[config.mk]
export PLATFORM = sky130hd
export DESIGN_NAME = spi_mem_writer
export DESIGN_NICKNAME = d
export VERILOG_FILES = /design/src/rtl/spi_mem_writer.sv
export SDC_FILE = /design/constraint.sdc
export NUM_CORES = 1
export LEC_CHECK = 0
export BUFFER_PORTS_ARGS = -buffer_cell sky130_fd_sc_hd__clkbuf_2
export CORE_MARGIN = 4
export CORE_UTILIZATION = 35
export CTS_BUF_LIST = sky130_fd_sc_hd__clkbuf_16
export CTS_CLUSTER_DIAMETER = 30
export DETAILED_ROUTE_END_ITERATION = 6
export PLACE_DENSITY = 0.56
export SLEW_MARGIN = 15
export SYNTH_ARGS = -nofsm -noshare
export SYNTH_HDL_FRONTEND = slang
export SYNTH_SLANG_ARGS = --single-unit
export TNS_END_PERCENT = 1
[constraint.sdc]
create_clock -name clk -period 2.3 [get_ports clk]
set_input_delay 0.345 -clock clk [delete_from_list [all_inputs] [get_ports clk]]
set_output_delay 0.345 -clock clk [all_outputs]
set_load 0.01 [all_outputs]
[src/rtl/spi_mem_writer.sv]
// spi_mem_writer
//   SPI-slave-side memory writer. Serial bits arrive on si (MSB first) whenever
//   sel and the one-clock SCK-rising strobe are both high. Every completed
//   16-bit word is presented to a dual-port memory as wdata/addr with a
//   one-clock we pulse. The address auto-increments after each write.
//
// Parameters
//   AW    memory address width (depth = 2**AW words)
//   WRAP  1: address wraps to 0 after the last word
//         0: writing stops at the last word and full is raised
//
// Ports
//   clk         system clock, posedge
//   reset_n     asynchronous active-low reset
//   sel         chip-select active
//   rising      one-clock strobe, SCK rising edge (sample si)
//   si          serial data in
//   reset_flag  synchronous frame restart, same effect as reset
//   wdata       memory write data
//   addr        memory write address
//   we          memory write enable, one clock per completed word
//   full        memory filled (WRAP=0 only), further words discarded
//   words       words written since reset/reset_flag, saturates at 2**AW
//   dbg_state   current FSM state (IDLE=0, SHIFT=1, COMMIT=2, FULL=3)
//
// Handshake: there is no back-pressure. A word is transferred on every clock
// in which we is high; wdata and addr are stable for that whole clock.

module spi_mem_writer #(
    parameter int AW   = 12,
    parameter bit WRAP = 1'b0
) (
    input  logic          clk,
    input  logic          reset_n,
    input  logic          sel,
    input  logic          rising,
    input  logic          si,
    input  logic          reset_flag,
    output logic [15:0]   wdata,
    output logic [AW-1:0] addr,
    output logic          we,
    output logic          full,
    output logic [AW:0]   words,
    output logic [1:0]    dbg_state
);

    typedef enum logic [1:0] {
        S_IDLE   = 2'd0,
        S_SHIFT  = 2'd1,
        S_COMMIT = 2'd2,
        S_FULL   = 2'd3
    } state_e;

    localparam logic [AW-1:0] ADDR_LAST = '1;
    localparam logic [AW:0]   WORDS_MAX = {1'b1, {AW{1'b0}}};

    state_e        state_q, state_d;
    logic [15:0]   shreg_q, shreg_d;
    logic [3:0]    bit_ctr_q, bit_ctr_d;
    logic [15:0]   wdata_q, wdata_d;
    logic [AW-1:0] addr_q, addr_d;
    logic [AW:0]   words_q, words_d;

    logic sample;
    logic last_bit;

    // Once full, the shift path is frozen so no further words can complete.
    assign sample   = sel & rising & (state_q != S_FULL);
    assign last_bit = sample & (bit_ctr_q == 4'd0);

    // ---------------------------------------------------------------- FSM
    always_ff @(posedge clk or negedge reset_n) begin
        if (!reset_n) begin
            state_q <= S_IDLE;
        end else begin
            state_q <= state_d;
        end
    end

    always_comb begin
        state_d = state_q;
        case (state_q)
            S_IDLE: begin
                if (last_bit) begin
                    state_d = S_COMMIT;
                end else if (sample) begin
                    state_d = S_SHIFT;
                end
            end
            S_SHIFT: begin
                if (last_bit) begin
                    state_d = S_COMMIT;
                end
            end
            S_COMMIT: begin
                if (!WRAP && (addr_q == ADDR_LAST)) begin
                    state_d = S_FULL;
                end else begin
                    state_d = S_SHIFT;
                end
            end
            S_FULL: begin
                state_d = S_FULL;
            end
            default: begin
                state_d = S_IDLE;
            end
        endcase
        // A frame restart wins over everything, including a completing word.
        if (reset_flag) begin
            state_d = S_IDLE;
        end
    end

    // COMMIT lasts exactly one clock, so decoding it gives the we pulse.
    always_comb begin
        we        = (state_q == S_COMMIT);
        full      = (state_q == S_FULL);
        dbg_state = state_q;
    end

    // ----------------------------------------------------------- datapath
    always_comb begin
        shreg_d   = shreg_q;
        bit_ctr_d = bit_ctr_q;
        wdata_d   = wdata_q;
        addr_d    = addr_q;
        words_d   = words_q;

        // The shift path runs independently of COMMIT, so a bit arriving
        // during the write cycle still lands in the next word.
        if (sample) begin
            shreg_d   = {shreg_q[14:0], si};
            bit_ctr_d = bit_ctr_q - 4'd1;
        end
        if (last_bit) begin
            wdata_d = {shreg_q[14:0], si};
        end

        // Address and count advance on the clock after the we pulse, so
        // addr is stable while we is high.
        if (state_q == S_COMMIT) begin
            if (words_q != WORDS_MAX) begin
                words_d = words_q + 1'b1;
            end
            if (addr_q != ADDR_LAST) begin
                addr_d = addr_q + 1'b1;
            end else if (WRAP) begin
                addr_d = '0;
            end
        end

        if (reset_flag) begin
            shreg_d   = '0;
            bit_ctr_d = 4'd15;
            wdata_d   = '0;
            addr_d    = '0;
            words_d   = '0;
        end
    end

    always_ff @(posedge clk or negedge reset_n) begin
        if (!reset_n) begin
            shreg_q   <= '0;
            bit_ctr_q <= 4'd15;
            wdata_q   <= '0;
            addr_q    <= '0;
            words_q   <= '0;
        end else begin
            shreg_q   <= shreg_d;
            bit_ctr_q <= bit_ctr_d;
            wdata_q   <= wdata_d;
            addr_q    <= addr_d;
            words_q   <= words_d;
        end
    end

    assign wdata = wdata_q;
    assign addr  = addr_q;
    assign words = words_q;

endmodule
==> metrics.txt <==
grt ovf=0; PD cells=about 700 nW/um2; ys flop type=dfrtp_1; pre-CTS setup slack=roughly 0.44 ns; Max Used Layer=met4; Placed Instances=between 400 and 500; WP data arrival=around 2.1 ns; # IOs=51; diode count=0; critical path data required time=around 2.6 ns; pin count of the biggest net entering global routing=48; initial antenna violation count=0; first-pass GRT wire length=between 10000 and 15000 um; CP endpoint=words[11]; Max Clock Skew=0.00612 ns; drt drc=0; crit path time final=1.88 ns; CTS max path bufs=2; via count=2310; Seq/Total Area, Yosys=between 50% and 60%; Crit. End Element=flop; Worst Hold Class=in -> async; VDD IR max=around 0.40 mV; cell count of the worst reg-to-reg path=4; max-slew violation count=0; DR pass1 iterations=4; Slew @ Worst Pin=between 0.5 and 0.6 ns; Syn Inst Count=around 300; CP Max Fanout=9; Root Driver=clkbuf_16; number of global-route vias before repair=~2200; Mapped Nets=309; DPL Wire Length=roughly 4400 um; hold slack final=-0.00549 ns; die width=99.2 um; fin crit share=81.7%; maxcap violations=0; synthesis-stage register bit count=62; Leak Pwr=1.61 nW; flop-to-flop setup slack=approximately 0.42 ns; WS Path Type=reg -> reg; Clock transition at path regs=~0.060 ns; met1 wire length=3030 um; Vias/cell=roughly 5.0; global-route usage over all layers=13.8%; number of synthesized flops with an enable pin=0; setup bufs post-CTS=0; Initial Util=36.9%; Die Area=9840 um2; Row Count=32; Sink Count=62; post-DR wirelength/cell=13.9 um; Post-CTS Hold Fix Bufs=0; layout cells sized above 1=between 20 and 25%; Peak Freq=~0.53 GHz; synthesized area=2910 um2; RR Startpoint=dbg_state[0]; area of the core=between 7000 and 8000 um2; Post-Layout Cell Count=459; area delta synth->final=23.7%; CTS tree=done; Final GP Congestion=0.794; Max-slew headroom=around 62%; Final Hold Vio Count=11; CTS H-Tree Depth=3; clk_lat worst skew=0.32 ns; outcome=finished with violations; CTS Buf Count=9; WL met2=2980 um; RSZ-0062 raised after global routing=no; fin worst setup slack=0.421 ns; Synth Area per Inst=between 9 and 10 um2; startpoint types=flop; final wirelength=between 6000 and 7000 um; setup_tns=0 ns; Layout Nets=approximately 360; Synth Warn #=0; PostCTS Resize Cnt=0; DRT antenna net count=0; RR Endpoint=words[11]; Detailed Route Iter0 Violations=between 70 and 80; number of port buffers=50; WL met3=about 330 um; CP startpoint=dbg_state[0]; failing checks=hold timing; Final setup viols=0; synth unique cells=between 40 and 50; async set-or-reset flop fraction in the synthesized netlist=100%; die height=a little under 100 um
==> per-stage QoR <==
| stage | total power, mW | instance area, um2 | hold slack (ns) | utilization, % |
|---|---|---|---|---|
| floorplan | 1.16 | 2910 | 0.0494 | - |
| global placement | 1.21 | 3300 | 0.353 | 41.8 |
| finish | 2.51 | 3600 | -0.00549 | 45.6 |
| detailed placement | 1.21 | 3300 | 0.353 | 41.8 |
| global route | 2.62 | 3600 | 0.0347 | 45.6 |
| CTS | 2.56 | 3600 | 0.00279 | 45.6 |
==> critical path, stage by stage (launching register included) <==
cell and delay, ns:
dfrtp_1 0.44, nand2b_1 0.30, or4_4 0.62, or3_1 0.32, a21oi_1 0.14
==> layout make-up <==
| cell class | instances | area [um2] |
|---|---|---|
| multi-input cells | 213 | 1270 |
| repair buffers | 56 | 308 |
| flip-flops and latches | 62 | 1560 |
| inverters | 10 | 37.5 |
| clock inverters | 7 | 75.1 |
| well taps | 102 | 128 |
| fillers | 776 | 4290 |
| clock buffers | 9 | 225 |
==> worst min path at each step <==
stage               slack, ns  cells past startpoint       end     from
global placement         0.35                      1  wdata[9]  reset_n
CTS                     0.003                      1  wdata[9]  reset_n
global route             0.03                      1  wdata[9]  reset_n
floorplan                0.05                      0   addr[0]  reset_n
finish                 -0.005                      1  wdata[9]  reset_n
detailed placement       0.35                      1  wdata[9]  reset_n
==> cell usage after synthesis (all sizes together), types with 4 or more instances <==
cell type | instances | share of area [%]
o21ai | 6 | 1.0
nand4 | 7 | 1.5
inv | 10 | 1.3
nor2 | 38 | 4.9
clkbuf | 10 | 1.3
mux2i | 20 | 6.9
dfstp | 4 | 3.6
xnor2 | 7 | 2.1
ha | 5 | 2.1
dfrtp | 58 | 50
nand2 | 45 | 5.8
nand3 | 8 | 1.4
a21oi | 26 | 4.5
nand2b | 4 | 0.86
nor4 | 4 | 0.86
==> registers in the layout (all words and copies together), names as in the netlist <==
signal     count
wdata         16
shreg_q       15
words         13
addr          12
bit_ctr_q      4
dbg_state      2
==> kinds of logic after synthesis <==
kind of cell	Yosys count	synth area share [%]
compound gates	49	10.1
flops	62	53.5
mux	21	7.27
fa+ha+maj	5	2.15
xor+xnor	10	3.01
buf+inv	23	3.10
simple gates	128	20.9
==> routing by layer <==
layer	up-vias	track usage, %
met5	-	0
met4	0	4.41
met3	2	4.07
met2	63	20.5
met1	1101	19.4
li1	1144	-
==> cell usage in the layout, fill, tap and decap left out, types with 5 or more instances in the layout <==
cell and n:
nand3_1 8, nand2_1 45, dfrtp_1 58, a21oi_1 26, mux2i_1 20, o21ai_0 6
nand4_1 7, clkbuf_2 50, nor2_1 38, xnor2_1 7, ha_1 5, buf_4 5
clkbuf_16 9, inv_1 10
==> where the power goes <==
group / switching [mW] / total (mW) / internal, mW
sequential: 0.00610 / 1.11 / 1.10
combinational: 0.0595 / 0.0822 / 0.0227
clock: 0.484 / 1.32 / 0.839
(Power assumes the default switching activity.)
